--- src/rtl/if_id_stage.sv ---
`default_nettype none
// ============================================================================
//  Module   : if_id_stage
//  Purpose  : IF/ID pipeline register with load-use hazard detection, PC
//             freeze, decode bubble request and redirect flush.
//  Revision : 1.0 - initial release
// ============================================================================
module if_id_stage #(
    parameter int                 INSTR_W   = 32,
    parameter logic [INSTR_W-1:0] NOP_INSTR = '0,
    parameter int                 CNT_W     = 16
) (
    input  logic               clk,
    input  logic               rst_n,
    input  logic [INSTR_W-1:0] instr_in,
    input  logic               flush,
    input  logic               ex_mem_read,
    input  logic [4:0]         ex_rt,
    output logic               PC_write,
    output logic [INSTR_W-1:0] instr_id,
    output logic               valid_id,
    output logic [5:0]         opcode_id,
    output logic [4:0]         rs_id,
    output logic [4:0]         rt_id,
    output logic [4:0]         rd_id,
    output logic [15:0]        imm_id,
    output logic               id_bubble,
    output logic [CNT_W-1:0]   stall_cnt
);

    typedef enum logic [1:0] {
        ST_EMPTY = 2'b00,
        ST_RUN   = 2'b01,
        ST_STALL = 2'b10
    } state_t;

    localparam logic [CNT_W-1:0] c_CNT_ONE = {{(CNT_W-1){1'b0}}, 1'b1};

    state_t             r_state;
    logic [INSTR_W-1:0] r_instr;
    logic [CNT_W-1:0]   r_stall_cnt;

    logic w_valid;
    logic w_rt_match;
    logic w_load_use;

    // Only EMPTY means "no real instruction held"; RUN and STALL both hold one.
    assign w_valid    = (r_state != ST_EMPTY);
    assign w_rt_match = (ex_rt == r_instr[25:21]) | (ex_rt == r_instr[20:16]);
    assign w_load_use = w_valid & ex_mem_read & (ex_rt != 5'd0) & w_rt_match;

    always_ff @(posedge clk or negedge rst_n) begin
        if (!rst_n) begin
            r_state     <= ST_EMPTY;
            r_instr     <= NOP_INSTR;
            r_stall_cnt <= '0;
        end else if (flush) begin
            r_state <= ST_EMPTY;
            r_instr <= NOP_INSTR;
        end else if (w_load_use) begin
            // Hold the instruction; the PC is frozen by the same decision.
            r_state <= ST_STALL;
            if (!(&r_stall_cnt))
                r_stall_cnt <= r_stall_cnt + c_CNT_ONE;
        end else begin
            r_state <= ST_RUN;
            r_instr <= instr_in;
        end
    end

    assign PC_write  = ~w_load_use | flush;
    assign id_bubble = w_load_use | ~w_valid;

    assign instr_id  = r_instr;
    assign valid_id  = w_valid;
    assign stall_cnt = r_stall_cnt;
    assign opcode_id = r_instr[31:26];
    assign rs_id     = r_instr[25:21];
    assign rt_id     = r_instr[20:16];
    assign rd_id     = r_instr[15:11];
    assign imm_id    = r_instr[15:0];

endmodule
`default_nettype wire

--- config.mk ---
export PLATFORM = sky130hd
export DESIGN_NAME = if_id_stage
export DESIGN_NICKNAME = d
export VERILOG_FILES = /design/src/rtl/if_id_stage.sv
export SDC_FILE = /design/constraint.sdc
export NUM_CORES = 1
export LEC_CHECK = 0
export ABC_AREA = 1
export BUFFER_PORTS_ARGS = -buffer_cell sky130_fd_sc_hd__buf_2
export CAP_MARGIN = 20
export CORE_ASPECT_RATIO = 1.5
export CORE_MARGIN = 2
export CORE_UTILIZATION = 39
export CTS_BUF_LIST = sky130_fd_sc_hd__clkbuf_16
export CTS_CLUSTER_SIZE = 10
export DETAILED_ROUTE_END_ITERATION = 8
export PLACE_DENSITY = 0.69
export RECOVER_POWER = 50
export SLEW_MARGIN = 20
export SYNTH_ARGS = -nofsm -noshare
export SYNTH_HDL_FRONTEND = slang
export SYNTH_SLANG_ARGS = --single-unit
--- constraint.sdc ---
create_clock -name clk -period 2.1 [get_ports clk]
set_input_delay 0.63 -clock clk [delete_from_list [all_inputs] [get_ports clk]]
set_output_delay 0.63 -clock clk [all_outputs]
set_load 0.005 [all_outputs]
### Yosys cells after proc, flatten, opt, wreduce, memory -nomap -nowiden

Cells that the tools add are included.

| storage, ports and cells | value |
|---|---|
| bits of input ports | 41 |
| output and inout port bits | 88 |
| register bits | 50 |

| operators by class | value |
|---|---|
| bitwise gates (word level) | 10 |
| reduce and logical (&&, ||, !) cells | 4 |
| add/subtract/negate cells | 1 |
| mux-type cells | 4 |
| equality and inequality tests | 3 |

Operators with widths:

| operator | count |
|---|---|
| $mux 32 | 2 |
| $add 16x1->16 const B | 1 |
| $reduce_and 16->1 | 1 |
| $eq 5x5->1 | 2 |
| $reduce_bool 5->1 | 1 |
| $mux 2 | 2 |
| $not 1->1 | 4 |
| $and 1x1->1 | 3 |
| $or 1x1->1 | 3 |
| $reduce_and 3->1 | 1 |
| $ne 2x2->1 const B | 1 |
| $reduce_bool 2->1 | 1 |

### Depth between registers and ports, before layout

Gate-level depths: netlist (run 1).

| logic depth | value |
|---|---|
| depth in word-level cells | 6 |
| depth in mapped cells | 10 |
| gate-level depth less buffers | 9 |

### Worst setup path before layout (run 1)

Ideal clock, no wire load.

| path | value |
|---|---|
| path type | input port to output port |
| start point | input port ex_rt[3] |
| end point | output port id_bubble |
| path buffers | 1 |
| arrival time | 1388 ps |
| path slack | 82 ps |
| stages | 9 |
| path through | inv_2 nand2_1 nand2_1 nor2_1 nand3_1 nand2_2 nand2_2 buf_2 nand2_1 |

| between the ends | value |
|---|---|
| word-level cells in the longest chain between the ends | 4 |

Ends and longest elaborated chain:

| item | line | RTL |
|---|---|---|
| start: declaration | 18 | `input logic [4:0] ex_rt,` |
| $eq 5x5->1 or $reduce_bool 5->1 (tied branches) | 49, 50 |  |
| $or 1x1->1 or $and 1x1->1 (tied branches) | 49, 50 |  |
| $and 1x1->1 (*) | 50 | `assign w_load_use = w_valid & ex_mem_read & (ex_rt != 5'd0) & w_rt_match;` |
| $or 1x1->1 (*) | 72 | `assign id_bubble = w_load_use \| ~w_valid;` |
| end: declaration | 27 | `output logic id_bubble,` |

Every way passes the cells marked *; elsewhere a longest branch is shown, timed or not.

### Final worst setup path (run 1)

| path | value |
|---|---|
| start point | input port ex_rt[0] |
| end point | output port PC_write |

| between the ends | value |
|---|---|
| word-level cells in the longest chain between the ends | 5 |

Ends and longest elaborated chain:

| item | line | RTL |
|---|---|---|
| $eq 5x5->1 or $reduce_bool 5->1 (tied branches) | 49, 50 |  |
| $or 1x1->1 or $and 1x1->1 (tied branches) | 49, 50 |  |
| $and 1x1->1 (*) | 50 |  |
| $not 1->1 (*) | 71 | `assign PC_write = ~w_load_use \| flush;` |
| $or 1x1->1 (*) | 71 |  |
| end: declaration | 19 | `output logic PC_write,` |

Marked as above.

==> flow_summary.html, run 1 <==
<table>
<tr><th>Metric</th><th>Value</th></tr>
<tr><th colspan="2">Setup path</th></tr>
<tr><td>Worst r2r path cells</td><td>12</td></tr>
<tr><td>Critical Path Start</td><td>ex_rt[0]</td></tr>
<tr><td>Critical R2R Capture</td><td>instr_id[19]</td></tr>
<tr><td>R2R Path Start</td><td>instr_id[22]</td></tr>
<tr><td>Critical path capture point</td><td>PC_write</td></tr>
<tr><td>Endpoint class of the critical path</td><td>output pin</td></tr>
<tr><td>Critical path launch point type</td><td>primary input</td></tr>
<tr><td>Crit Path Max Fanout</td><td>5</td></tr>
<tr><td>Worst Path Class, Setup</td><td>in2out</td></tr>
<tr><td>Reg2Reg Setup Slack</td><td>0.25 ns</td></tr>
<tr><td>Critical path arrival</td><td>1.50 ns</td></tr>
<tr><td>Required arrival time at the worst endpoint</td><td>1.47 ns</td></tr>
<tr><th colspan="2">Yosys</th></tr>
<tr><td>Post-Syn Area</td><td>3010 µm²</td></tr>
<tr><td>Top cells by count, synth</td><td>sky130_fd_sc_hd__nand2_1 (114), sky130_fd_sc_hd__nand4_1 (55), sky130_fd_sc_hd__dfrtp_1 (50)</td></tr>
<tr><td>Sequential fraction of the synthesis area</td><td>0.415</td></tr>
<tr><td>Number of enable-type register cells in the synthesized netlist</td><td>0</td></tr>
<tr><td>Synthesized netlist net count</td><td>432</td></tr>
<tr><td>Warnings, synthesis</td><td>0</td></tr>
<tr><td>Number of instances in the synthesized netlist</td><td>390</td></tr>
<tr><td>Dominant synthesized flop cell</td><td>sky130_fd_sc_hd__dfrtp_1</td></tr>
<tr><td>Most repeated cell in the gate-level netlist after synthesis</td><td>sky130_fd_sc_hd__nand2_1</td></tr>
<tr><td>Mean area per synthesized cell</td><td>7.73 µm²</td></tr>
<tr><td>Yosys cell types</td><td>25</td></tr>
<tr><td>Number of storage elements in the synthesis netlist</td><td>50</td></tr>
<tr><td>Yosys top cell area share</td><td>0.415</td></tr>
<tr><td>Ys async rst share</td><td>1.00</td></tr>
<tr><td>Top cell type by total area after synthesis</td><td>sky130_fd_sc_hd__dfrtp_1</td></tr>
<tr><td>Cell types occupying the most area after synthesis</td><td>sky130_fd_sc_hd__dfrtp_1 (42%), sky130_fd_sc_hd__nand2_1 (14%), sky130_fd_sc_hd__nand4_1 (11%), sky130_fd_sc_hd__buf_4 (9.5%), sky130_fd_sc_hd__nand3_1 (7.1%)</td></tr>
<tr><th colspan="2">Routing</th></tr>
<tr><td>Via density per instance</td><td>4.99</td></tr>
<tr><td>DR WL/cell</td><td>13.4 µm</td></tr>
<tr><td>Total detailed-routing wirelength</td><td>7990 µm</td></tr>
<tr><td>Post-DRT Antenna Nets</td><td>0</td></tr>
<tr><td>Count of routing violations after the opening detailed-route iteration</td><td>160</td></tr>
<tr><td># DRC</td><td>0</td></tr>
<tr><td>DR vias</td><td>2976</td></tr>
<tr><td>DRT Pass-1 Iters</td><td>4</td></tr>
<tr><th colspan="2">Outcome</th></tr>
<tr><td>Failing checks</td><td>setup timing</td></tr>
<tr><td>Result of the run</td><td>finished, violations left</td></tr>
<tr><th colspan="2">Clocking</th></tr>
<tr><td>Number of clock sinks</td><td>50</td></tr>
<tr><td>Clock Tree Buf Depth</td><td>2</td></tr>
<tr><td>Clock Latency Late Sink</td><td>0.28 ns</td></tr>
<tr><td>Clk Tree Root Cell</td><td>sky130_fd_sc_hd__clkbuf_16</td></tr>
<tr><td>Cts bufs inserted</td><td>5</td></tr>
<tr><td>Clock tree from TritonCTS</td><td>built</td></tr>
<tr><td>H-tree level count</td><td>2</td></tr>
<tr><td>CTS clk-pin slew, worst paths</td><td>0.06 ns</td></tr>
<tr><th colspan="2">Final layout</th></tr>
<tr><td>Number of non-filler instances in the completed layout</td><td>596</td></tr>
<tr><td>Share of cells above drive strength 1</td><td>0.350</td></tr>
<tr><td>Synth-to-layout area growth</td><td>27.2%</td></tr>
<tr><td>Finished Core Util</td><td>0.507</td></tr>
<tr><td>Fin nets</td><td>535</td></tr>
<tr><td>Fillers</td><td>744</td></tr>
<tr><td>Diodes inserted</td><td>0</td></tr>
<tr><td>Area of all placed cells without fillers</td><td>3830 µm²</td></tr>
<tr><th colspan="2">Die</th></tr>
<tr><td>Effective utilization at floorplan</td><td>0.399</td></tr>
<tr><td>Die X</td><td>75.8 µm</td></tr>
<tr><td>Chip Height</td><td>112 µm</td></tr>
<tr><td>I/O pin cnt</td><td>129</td></tr>
<tr><td>Area of the placeable core</td><td>7560 µm²</td></tr>
<tr><td>Area of the die</td><td>8460 µm²</td></tr>
<tr><td>Rows</td><td>39</td></tr>
<tr><th colspan="2">Placement</th></tr>
<tr><td>Sum of net half-perimeters after detailed placement</td><td>5730 µm</td></tr>
<tr><td>Worst setup slack before clock tree synthesis</td><td>-0.0654 ns</td></tr>
<tr><td>Placement Cell Area</td><td>3520 µm²</td></tr>
<tr><td>Total of buffers placed on input and output ports</td><td>128</td></tr>
<tr><td>Routability congestion estimate from global placement</td><td>0.872</td></tr>
<tr><td>Number of cells after detailed placement</td><td>575</td></tr>
<tr><th colspan="2">STA</th></tr>
<tr><td>Max-slew violation count</td><td>0</td></tr>
<tr><td>Final hold violation count</td><td>0</td></tr>
<tr><td>Transition time at the pin with the least slew margin</td><td>0.970 ns</td></tr>
<tr><td>Unrepaired setup endpoints after global routing</td><td>yes</td></tr>
<tr><td>Max transition margin</td><td>0.353</td></tr>
<tr><td>Part of the cycle the worst path needs</td><td>1.01</td></tr>
<tr><td>Upper clock frequency limit</td><td>0.470 GHz</td></tr>
<tr><td>Number of endpoints failing setup at the final stage</td><td>2</td></tr>
<tr><td>Setup slack after layout</td><td>-0.0281 ns</td></tr>
<tr><td>Clock period minus worst slack</td><td>2.13 ns</td></tr>
<tr><td>Min Hold Slack</td><td>0.475 ns</td></tr>
<tr><td>Max Clock Skew</td><td>0.00349 ns</td></tr>
<tr><th colspan="2">Power</th></tr>
<tr><td>Switching power total</td><td>0.590 mW</td></tr>
<tr><td>Power per standard cell area</td><td>637 nW/µm²</td></tr>
<tr><td>Max VDD drop</td><td>586 µV</td></tr>
<tr><td>Clock share of power</td><td>0.417</td></tr>
<tr><td>Register share of total power</td><td>0.434</td></tr>
<tr><td>Switch share</td><td>0.242</td></tr>
<tr><td>Static power due to leakage</td><td>2.16 nW</td></tr>
<tr><td>Internal power consumption</td><td>1.85 mW</td></tr>
<tr><td>Part of the power in combinational logic</td><td>0.149</td></tr>
<tr><th colspan="2">Global routing</th></tr>
<tr><td>Maximum number of pins on one net before global-route repair</td><td>38</td></tr>
<tr><td>Wire length of the first global-routing pass</td><td>12500 µm</td></tr>
<tr><td>Total grt overflow</td><td>0</td></tr>
<tr><td>Antenna violations before repair</td><td>0</td></tr>
<tr><td>Vias in the first global route</td><td>2747</td></tr>
<tr><td>Overall track demand over capacity in global routing</td><td>0.187</td></tr>
<tr><th colspan="2">Min path</th></tr>
<tr><td>Worst hold-check path type</td><td>in2async</td></tr>
<tr><th colspan="2">Job</th></tr>
<tr><td>Max-cap viol count</td><td>0</td></tr>
</table>
critical path, stage by stage:
cell	delay (ns)
sky130_fd_sc_hd__buf_8	0.10
sky130_fd_sc_hd__nor2_2	0.09
sky130_fd_sc_hd__nor2_1	0.05
sky130_fd_sc_hd__nor2_1	0.10
sky130_fd_sc_hd__nand3_1	0.09
sky130_fd_sc_hd__nand2_2	0.10
sky130_fd_sc_hd__nand2_2	0.07
sky130_fd_sc_hd__nor2_2	0.09
sky130_fd_sc_hd__inv_1	0.04
sky130_fd_sc_hd__buf_2	0.13
worst min-delay path by stage:
stage / from / slack (ns) / end / cells past startpoint
after floorplan: rst_n / 0.33 / instr_id[0] / 0
after global placement: instr_id[7] / 0.53 / instr_id[7] / 2
after detailed placement: instr_id[7] / 0.54 / instr_id[7] / 2
after CTS: rst_n / 0.29 / stall_cnt[8] / 1
after global routing: rst_n / 0.55 / stall_cnt[2] / 1
final: rst_n / 0.48 / stall_cnt[2] / 1
cell type report:
type	count	area [µm²]	share of cell area
repair buffers	154	885	0.231
clock buffers	5	125	0.0326
inverters	25	93.8	0.0245
well taps	102	128	0.0333
multi-input cells	257	1290	0.336
flip-flops and latches	50	1250	0.327
clock inverters	3	63.8	0.0166
layout by cell type, fill, tap and decap left out, types with 2 or more instances in the layout:
cell,n
sky130_fd_sc_hd__buf_2,113
sky130_fd_sc_hd__nand2_1,111
sky130_fd_sc_hd__nand4_1,55
sky130_fd_sc_hd__dfrtp_1,49
sky130_fd_sc_hd__nand3_1,43
sky130_fd_sc_hd__nor2_1,20
sky130_fd_sc_hd__buf_4,20
sky130_fd_sc_hd__inv_1,19
sky130_fd_sc_hd__clkbuf_1,11
sky130_fd_sc_hd__inv_2,6
sky130_fd_sc_hd__xnor2_1,6
sky130_fd_sc_hd__buf_6,6
sky130_fd_sc_hd__nand2_2,5
sky130_fd_sc_hd__clkbuf_16,5
sky130_fd_sc_hd__nor2_2,4
sky130_fd_sc_hd__nor2_4,3
sky130_fd_sc_hd__xor2_1,3
sky130_fd_sc_hd__bufinv_16,2
sky130_fd_sc_hd__buf_12,2
cells by family after synthesis:
kind of cell,synth area share
AO/OA/AOI/OAI,0.00332
XOR/XNOR,0.0262
adder cells (fa/ha/maj),0.00415
buffers and inverters,0.163
flip-flops,0.415
AND/OR/NAND/NOR,0.389
repair_timing:
action | CTS | global route
gates resized for setup | 17 | 1
endpoints found under the setup margin | 2 | 2
buffers inserted | 11 | 2
cloned | 0 | 0
hold buffers | 0 | 0
pin swaps | 2 | 1
routing by layer:
metal / up-vias / track usage / routed length [µm]
li1: 1460 / - / -
met1: 1389 / 0.224 / 3250
met2: 113 / 0.319 / 4150
met3: 14 / 0.0371 / 417
met4: 0 / 0.0690 / 170
met5: - / 0 / 0
through the flow:
stage,setup TNS [ns],power [mW]
floorplan,0,1.28
global placement,-0.0871,1.42
detailed placement,-0.233,1.42
CTS,-0.0198,2.48
global route,-0.268,2.57
finish,-0.0495,2.44
power groups by stage:
stage / clock network (mW) / logic [mW] / registers, mW
after global routing: 1.09 / 0.412 / 1.07
after CTS: 1.05 / 0.374 / 1.06
final: 1.02 / 0.365 / 1.06
after detailed placement: 0 / 0.342 / 1.08
after floorplan: 0 / 0.202 / 1.08
after global placement: 0 / 0.338 / 1.08
state kept, by name, summed over array words and instances, names as in the netlist:
name	count
r_state	2
instr_id	32
stall_cnt	16
No activity file was read; power rests on OpenSTA's default activity.
==> run 2, diff against run 1 <==
Settings changed: CORE_MARGIN 2 to default.
Clock period 2.1 ns to 2.31 ns, I/O delays scaled along.
==> run 2 against run 1 <==
Against the previous run:
- the run now ends clean
- critical path depth did not move
- global-route usage rose by 0.43 points
- clock skew rose by 0.0022 ns
- highest routed layer unchanged
- power fell by 14%
- first-iteration DRC count rose by 10%
- clock-buffer cell count did not move
- cell count fell by 2.0%
- register-to-register slack barely moved
- via count fell by 2.1%
- final area fell by 3.0%
- sequential cell count did not move
- sequential power fell by 9%
==> flow_summary.html, run 2 (same netlist as run 1, synthesis figures left out) <==
<table>
<tr><th>Metric</th><th>Value</th></tr>
<tr><th colspan="2">Outcome</th></tr>
<tr><td>Result of the run</td><td>finished, final reports clean</td></tr>
<tr><th colspan="2">Routing</th></tr>
<tr><td>Count of routing violations after the opening detailed-route iteration</td><td>176</td></tr>
<tr><td># DRC</td><td>0</td></tr>
<tr><td>Post-DRT Antenna Nets</td><td>0</td></tr>
<tr><td>Via density per instance</td><td>4.99</td></tr>
<tr><td>DRT Pass-1 Iters</td><td>5</td></tr>
<tr><td>DR vias</td><td>2913</td></tr>
<tr><td>Total detailed-routing wirelength</td><td>7670 µm</td></tr>
<tr><td>DR WL/cell</td><td>13.1 µm</td></tr>
<tr><th colspan="2">STA</th></tr>
<tr><td>Min Hold Slack</td><td>0.549 ns</td></tr>
<tr><td>Final hold violation count</td><td>0</td></tr>
<tr><td>Transition time at the pin with the least slew margin</td><td>1.13 ns</td></tr>
<tr><td>Max-slew violation count</td><td>0</td></tr>
<tr><td>Unrepaired setup endpoints after global routing</td><td>yes</td></tr>
<tr><td>Upper clock frequency limit</td><td>0.447 GHz</td></tr>
<tr><td>Clock period minus worst slack</td><td>2.24 ns</td></tr>
<tr><td>Number of endpoints failing setup at the final stage</td><td>0</td></tr>
<tr><td>Part of the cycle the worst path needs</td><td>0.968</td></tr>
<tr><td>Max transition margin</td><td>0.247</td></tr>
<tr><td>Max Clock Skew</td><td>0.00566 ns</td></tr>
<tr><th colspan="2">Setup path</th></tr>
<tr><td>Endpoint class of the critical path</td><td>output pin</td></tr>
<tr><td>Worst Path Class, Setup</td><td>in2out</td></tr>
<tr><td>Critical path arrival</td><td>1.54 ns</td></tr>
<tr><td>Required arrival time at the worst endpoint</td><td>1.62 ns</td></tr>
<tr><td>Crit Path Max Fanout</td><td>5</td></tr>
<tr><td>Critical path launch point type</td><td>primary input</td></tr>
<tr><th colspan="2">Final layout</th></tr>
<tr><td>Area of the multi-input gates</td><td>1300 µm²</td></tr>
<tr><td>Max reg flops</td><td>32</td></tr>
<tr><td>Fillers</td><td>742</td></tr>
<tr><td>Area of all placed cells without fillers</td><td>3720 µm²</td></tr>
<tr><td>Synth-to-layout area growth</td><td>23.4%</td></tr>
<tr><td>Most frequent cells in the layout</td><td>sky130_fd_sc_hd__nand2_1 (108), sky130_fd_sc_hd__buf_2 (99), sky130_fd_sc_hd__nand4_1 (55)</td></tr>
<tr><td>Most common cell after layout, fill and taps aside</td><td>sky130_fd_sc_hd__nand2_1</td></tr>
<tr><td>Number of non-filler instances in the completed layout</td><td>584</td></tr>
<tr><td>Fin nets</td><td>525</td></tr>
<tr><td>Finished Core Util</td><td>0.505</td></tr>
<tr><td>Share of cells above drive strength 1</td><td>0.320</td></tr>
<tr><td>Diodes inserted</td><td>0</td></tr>
<tr><td>Reg area</td><td>1250 µm²</td></tr>
<tr><th colspan="2">Placement</th></tr>
<tr><td>Routability congestion estimate from global placement</td><td>0.824</td></tr>
<tr><td>Number of cells after detailed placement</td><td>567</td></tr>
<tr><td>Total of buffers placed on input and output ports</td><td>128</td></tr>
<tr><td>Sum of net half-perimeters after detailed placement</td><td>5370 µm</td></tr>
<tr><td>Placement Cell Area</td><td>3450 µm²</td></tr>
<tr><th colspan="2">Clocking</th></tr>
<tr><td>Clock Latency Late Sink</td><td>0.28 ns</td></tr>
<tr><td>Cts bufs inserted</td><td>5</td></tr>
<tr><td>Clock Tree Buf Depth</td><td>2</td></tr>
<tr><td>H-tree level count</td><td>2</td></tr>
<tr><td>Clk Tree Root Cell</td><td>sky130_fd_sc_hd__clkbuf_16</td></tr>
<tr><td>CTS clk-pin slew, worst paths</td><td>0.07 ns</td></tr>
<tr><td>Number of clock sinks</td><td>50</td></tr>
<tr><td>Clock tree from TritonCTS</td><td>built</td></tr>
<tr><th colspan="2">Job</th></tr>
<tr><td>Max-cap viol count</td><td>0</td></tr>
<tr><th colspan="2">Global routing</th></tr>
<tr><td>Maximum number of pins on one net before global-route repair</td><td>51</td></tr>
<tr><td>Total grt overflow</td><td>0</td></tr>
<tr><td>Antenna violations before repair</td><td>0</td></tr>
<tr><td>Wire length of the first global-routing pass</td><td>12100 µm</td></tr>
<tr><td>Vias in the first global route</td><td>2654</td></tr>
<tr><td>Overall track demand over capacity in global routing</td><td>0.191</td></tr>
<tr><th colspan="2">Die</th></tr>
<tr><td>Rows</td><td>38</td></tr>
<tr><td>Die X</td><td>73.8 µm</td></tr>
<tr><td>Chip Height</td><td>110 µm</td></tr>
<tr><td>Effective utilization at floorplan</td><td>0.409</td></tr>
<tr><td>Area of the placeable core</td><td>7370 µm²</td></tr>
<tr><td>I/O pin cnt</td><td>129</td></tr>
<tr><td>Area of the die</td><td>8090 µm²</td></tr>
<tr><th colspan="2">Power</th></tr>
<tr><td>Max VDD drop</td><td>324 µV</td></tr>
<tr><td>Static power due to leakage</td><td>2.05 nW</td></tr>
<tr><td>Power per standard cell area</td><td>562 nW/µm²</td></tr>
<tr><td>Post-layout power</td><td>2.09 mW</td></tr>
<tr><th colspan="2">Min path</th></tr>
<tr><td>Worst hold-check path type</td><td>reg2reg</td></tr>
</table>
## run 2: cell types whose count changed in the layout (fill, tap and decap cells not counted), sizes merged
| cell | delta |
|---|---|
| clkinv | +1 |
| clkbuf | +13 |
| buf | -23 |
| bufinv | -1 |
## run 2: timing repair
item	CTS	global route
endpoints found under the setup margin	1	1
gates resized for setup	3	22
hold buffers	0	0
pin swaps	2	16
hold endpoints to repair	0	0
setup buffers	4	5
## run 2: metrics by stage
stage	TNS, ns	setup WS [ns]
CTS	0	0.00511
finish	0	0.0745
global route	-0.0239	-0.0239
global placement	-0.0252	-0.0252
detailed placement	-0.209	-0.0514
floorplan	0	0.166
## run 2: where the power goes
group          switching (mW)  internal, mW
combinational           0.178         0.130
sequential             0.0500         0.918
clock                   0.309         0.507
total                   0.537          1.56
## run 2: area by class of cell
cell class	instances	area share
tap	100	0.0336
multi-input combinational	257	0.350
clock buffer	5	0.0336
clock inverter	3	0.0108
inverter	25	0.0259
timing repair buffer	144	0.209
sequential	50	0.337
## run 2: worst paths after layout
kind / start / to / slack [ns] / cells past startpoint
min in group asynchronous: rst_n / stall_cnt[0] / 0.61 / 1
hold / removal: instr_id[6] / instr_id[6] / 0.55 / 2
setup reg to reg: instr_id[16] / stall_cnt[10] / 0.25 / 10
hold reg to reg: instr_id[6] / instr_id[6] / 0.55 / 2
setup / recovery: ex_rt[0] / PC_write / 0.07 / 10
max in group asynchronous: rst_n / stall_cnt[9] / 0.63 / 2
## run 2: critical path: stages
cell	delay [ns]
sky130_fd_sc_hd__buf_6	0.10
sky130_fd_sc_hd__nor2_1	0.08
sky130_fd_sc_hd__nor2_1	0.04
sky130_fd_sc_hd__nor2_1	0.10
sky130_fd_sc_hd__nand3_1	0.09
sky130_fd_sc_hd__nand2_2	0.11
sky130_fd_sc_hd__nand2_4	0.07
sky130_fd_sc_hd__nor2_4	0.09
sky130_fd_sc_hd__inv_1	0.04
sky130_fd_sc_hd__buf_2	0.12
## run 2: layer usage
layer / wire length (µm) / track usage / up-vias
met2: 4080 / 0.354 / 96
met3: 286 / 0.0202 / 5
met4: 40 / 0.0522 / 0
li1: - / - / 1442
met1: 3270 / 0.230 / 1370
met5: 0 / 0 / -
==> run 3, diff against run 2 <==
Settings changed: SETUP_SLACK_MARGIN from default to 0.2.
Clock period 2.31 ns to 2.45 ns, I/O delays scaled along.
==> run 3 against run 2 <==
Against the previous run:
- utilization fell by 0.14 points
- global-route usage barely moved
- combinational power fell by 5%
==> flow_summary.html, run 3 (same netlist as run 1, synthesis figures left out) <==
<table>
<tr><th>Metric</th><th>Value</th></tr>
<tr><th colspan="2">Setup path</th></tr>
<tr><td>Required arrival time at the worst endpoint</td><td>1.71 ns</td></tr>
<tr><td>Worst Path Class, Setup</td><td>in2out</td></tr>
<tr><td>Delay of the slowest cell on the worst path</td><td>0.15 ns</td></tr>
<tr><td>Critical path arrival</td><td>1.62 ns</td></tr>
<tr><td>Slowest CP cell</td><td>sky130_fd_sc_hd__nor2_2</td></tr>
<tr><td>Crit Path Max Fanout</td><td>4</td></tr>
<tr><td>Critical path launch point type</td><td>primary input</td></tr>
<tr><td>Endpoint class of the critical path</td><td>output pin</td></tr>
<tr><td>Cell-by-cell trace of the critical path</td><td>buf_8 -&gt; inv_4 -&gt; nand2_2 -&gt; nand2_1 -&gt; nor2_2 -&gt; nand3_2 -&gt; nand2_2 -&gt; nand2_4 -&gt; nor2_4 -&gt; inv_1 -&gt; buf_2</td></tr>
<tr><td>Crit path top cell by count</td><td>sky130_fd_sc_hd__nand2_2</td></tr>
<tr><th colspan="2">STA</th></tr>
<tr><td>Sum Neg Setup Slack</td><td>0 ns</td></tr>
<tr><td>Unrepaired setup endpoints after global routing</td><td>yes</td></tr>
<tr><td>Max-slew violation count</td><td>0</td></tr>
<tr><td>Upper clock frequency limit</td><td>0.425 GHz</td></tr>
<tr><td>Max transition margin</td><td>0.220</td></tr>
<tr><td>Max Clock Skew</td><td>0.00328 ns</td></tr>
<tr><td>Part of the cycle the worst path needs</td><td>0.960</td></tr>
<tr><td>Clock period minus worst slack</td><td>2.35 ns</td></tr>
<tr><td>Number of endpoints failing setup at the final stage</td><td>0</td></tr>
<tr><td>Final hold violation count</td><td>0</td></tr>
<tr><td>Transition time at the pin with the least slew margin</td><td>1.17 ns</td></tr>
<tr><th colspan="2">Power</th></tr>
<tr><td>Max VDD drop</td><td>300 µV</td></tr>
<tr><td>Power per standard cell area</td><td>534 nW/µm²</td></tr>
<tr><td>Static power due to leakage</td><td>2.03 nW</td></tr>
<tr><th colspan="2">Clocking</th></tr>
<tr><td>Clock tree from TritonCTS</td><td>built</td></tr>
<tr><td>H-tree level count</td><td>2</td></tr>
<tr><td>Clk Tree Root Cell</td><td>sky130_fd_sc_hd__clkbuf_16</td></tr>
<tr><td>Clock Tree Buf Depth</td><td>2</td></tr>
<tr><td>CTS clk-pin slew, worst paths</td><td>0.07 ns</td></tr>
<tr><td>Count of hold-fix buffers inserted at cts</td><td>0</td></tr>
<tr><td>Number of clock sinks</td><td>50</td></tr>
<tr><td>Clock Latency Late Sink</td><td>0.28 ns</td></tr>
<tr><td>Cts bufs inserted</td><td>5</td></tr>
<tr><th colspan="2">Final layout</th></tr>
<tr><td>Number of non-filler instances in the completed layout</td><td>578</td></tr>
<tr><td>Fillers</td><td>725</td></tr>
<tr><td>Diodes inserted</td><td>0</td></tr>
<tr><td>Finished Core Util</td><td>0.503</td></tr>
<tr><td>Fin nets</td><td>519</td></tr>
<tr><td>Area of all placed cells without fillers</td><td>3710 µm²</td></tr>
<tr><td>Synth-to-layout area growth</td><td>23.1%</td></tr>
<tr><td>Max reg flops</td><td>32</td></tr>
<tr><td>Most frequent cells in the layout</td><td>sky130_fd_sc_hd__nand2_1 (107), sky130_fd_sc_hd__buf_2 (99), sky130_fd_sc_hd__nand4_1 (55)</td></tr>
<tr><td>Most common cell after layout, fill and taps aside</td><td>sky130_fd_sc_hd__nand2_1</td></tr>
<tr><td>Share of cells above drive strength 1</td><td>0.322</td></tr>
<tr><th colspan="2">Job</th></tr>
<tr><td>Max-cap viol count</td><td>0</td></tr>
<tr><th colspan="2">Global routing</th></tr>
<tr><td>Maximum number of pins on one net before global-route repair</td><td>51</td></tr>
<tr><td>Antenna violations before repair</td><td>0</td></tr>
<tr><td>Wire length of the first global-routing pass</td><td>12200 µm</td></tr>
<tr><td>Overall track demand over capacity in global routing</td><td>0.191</td></tr>
<tr><td>Total grt overflow</td><td>0</td></tr>
<tr><td>Vias in the first global route</td><td>2693</td></tr>
<tr><th colspan="2">Routing</th></tr>
<tr><td>DR WL/cell</td><td>13.6 µm</td></tr>
<tr><td>DR vias</td><td>2941</td></tr>
<tr><td>Total detailed-routing wirelength</td><td>7880 µm</td></tr>
<tr><td>Via density per instance</td><td>5.09</td></tr>
<tr><td>Count of routing violations after the opening detailed-route iteration</td><td>159</td></tr>
<tr><td># DRC</td><td>0</td></tr>
<tr><td>Post-DRT Antenna Nets</td><td>0</td></tr>
<tr><td>DRT Pass-1 Iters</td><td>4</td></tr>
<tr><th colspan="2">Die</th></tr>
<tr><td>Effective utilization at floorplan</td><td>0.409</td></tr>
<tr><td>I/O pin cnt</td><td>129</td></tr>
<tr><td>Die X</td><td>73.8 µm</td></tr>
<tr><td>Area of the die</td><td>8090 µm²</td></tr>
<tr><td>Rows</td><td>38</td></tr>
<tr><td>Chip Height</td><td>110 µm</td></tr>
<tr><td>Area of the placeable core</td><td>7370 µm²</td></tr>
<tr><th colspan="2">Placement</th></tr>
<tr><td>Placement Cell Area</td><td>3460 µm²</td></tr>
<tr><td>Sum of net half-perimeters after detailed placement</td><td>5300 µm</td></tr>
<tr><td>Number of cells after detailed placement</td><td>567</td></tr>
<tr><td>Routability congestion estimate from global placement</td><td>0.837</td></tr>
<tr><td>Total of buffers placed on input and output ports</td><td>128</td></tr>
<tr><th colspan="2">Outcome</th></tr>
<tr><td>Result of the run</td><td>finished, final reports clean</td></tr>
<tr><th colspan="2">Min path</th></tr>
<tr><td>Worst hold-check path type</td><td>reg2reg</td></tr>
</table>
run 3: path summary, 6_finish.rpt:
path,cells after the start,from,endpoint,slack [ns]
worst max-delay path,11,ex_rt[1],PC_write,0.1
worst min-delay path,2,instr_id[27],instr_id[27],0.56
worst max register to register,11,instr_id[18],stall_cnt[5],0.43
worst min register to register,2,instr_id[27],instr_id[27],0.56
max in group asynchronous,2,rst_n,instr_id[4],0.40
min in group asynchronous,1,rst_n,instr_id[30],0.67
run 3: cell type report:
| class | instances | area (µm²) | area share |
|---|---|---|---|
| Sequential cell | 50 | 1250 | 0.338 |
| Inverter | 25 | 98.8 | 0.0266 |
| Clock buffer | 5 | 125 | 0.0337 |
| Multi-Input combinational cell | 257 | 1330 | 0.359 |
| Tap cell | 100 | 125 | 0.0337 |
| Clock inverter | 3 | 43.8 | 0.0118 |
| Timing Repair Buffer | 138 | 734 | 0.198 |
run 3: metal layers:
layer,vias to the layer above,wire length [µm],track usage
li1,1433,-,-
met1,1381,3330,0.219
met2,112,4090,0.361
met3,15,346,0.0257
met4,0,116,0.0563
met5,-,0,0
run 3: what timing repair did:
item                                    CTS  global route
resized for setup                        15            17
cloned                                    0             0
buffers inserted                          2             1
endpoints found under the setup margin    2            18
pin swaps                                11            11
run 3: metrics by stage:
step | power, mW | hold WS, ns | worst slack [ns]
2_1_floorplan | 1.10 | 0.439 | 0.222
3_3_place_gp | 1.20 | 0.529 | 0.0766
3_5_place_dp | 1.21 | 0.539 | 0.0322
4_1_cts | 2.02 | 0.432 | 0.121
5_1_grt | 2.09 | 0.573 | 0.0422
6_report | 1.98 | 0.556 | 0.0982
run 3: worst max-delay path: cells and delay by family:
family                 cells  cell delay [ns]
and+or+nand+nor            7             0.60
buffers and inverters      4             0.29
run 3: where the power goes:
| group | leakage (nW) | switching (mW) | internal, mW |
|---|---|---|---|
| sequential | 0.659 | 0.0477 | 0.865 |
| combinational | 1.29 | 0.172 | 0.123 |
| clock | 0.0842 | 0.291 | 0.483 |
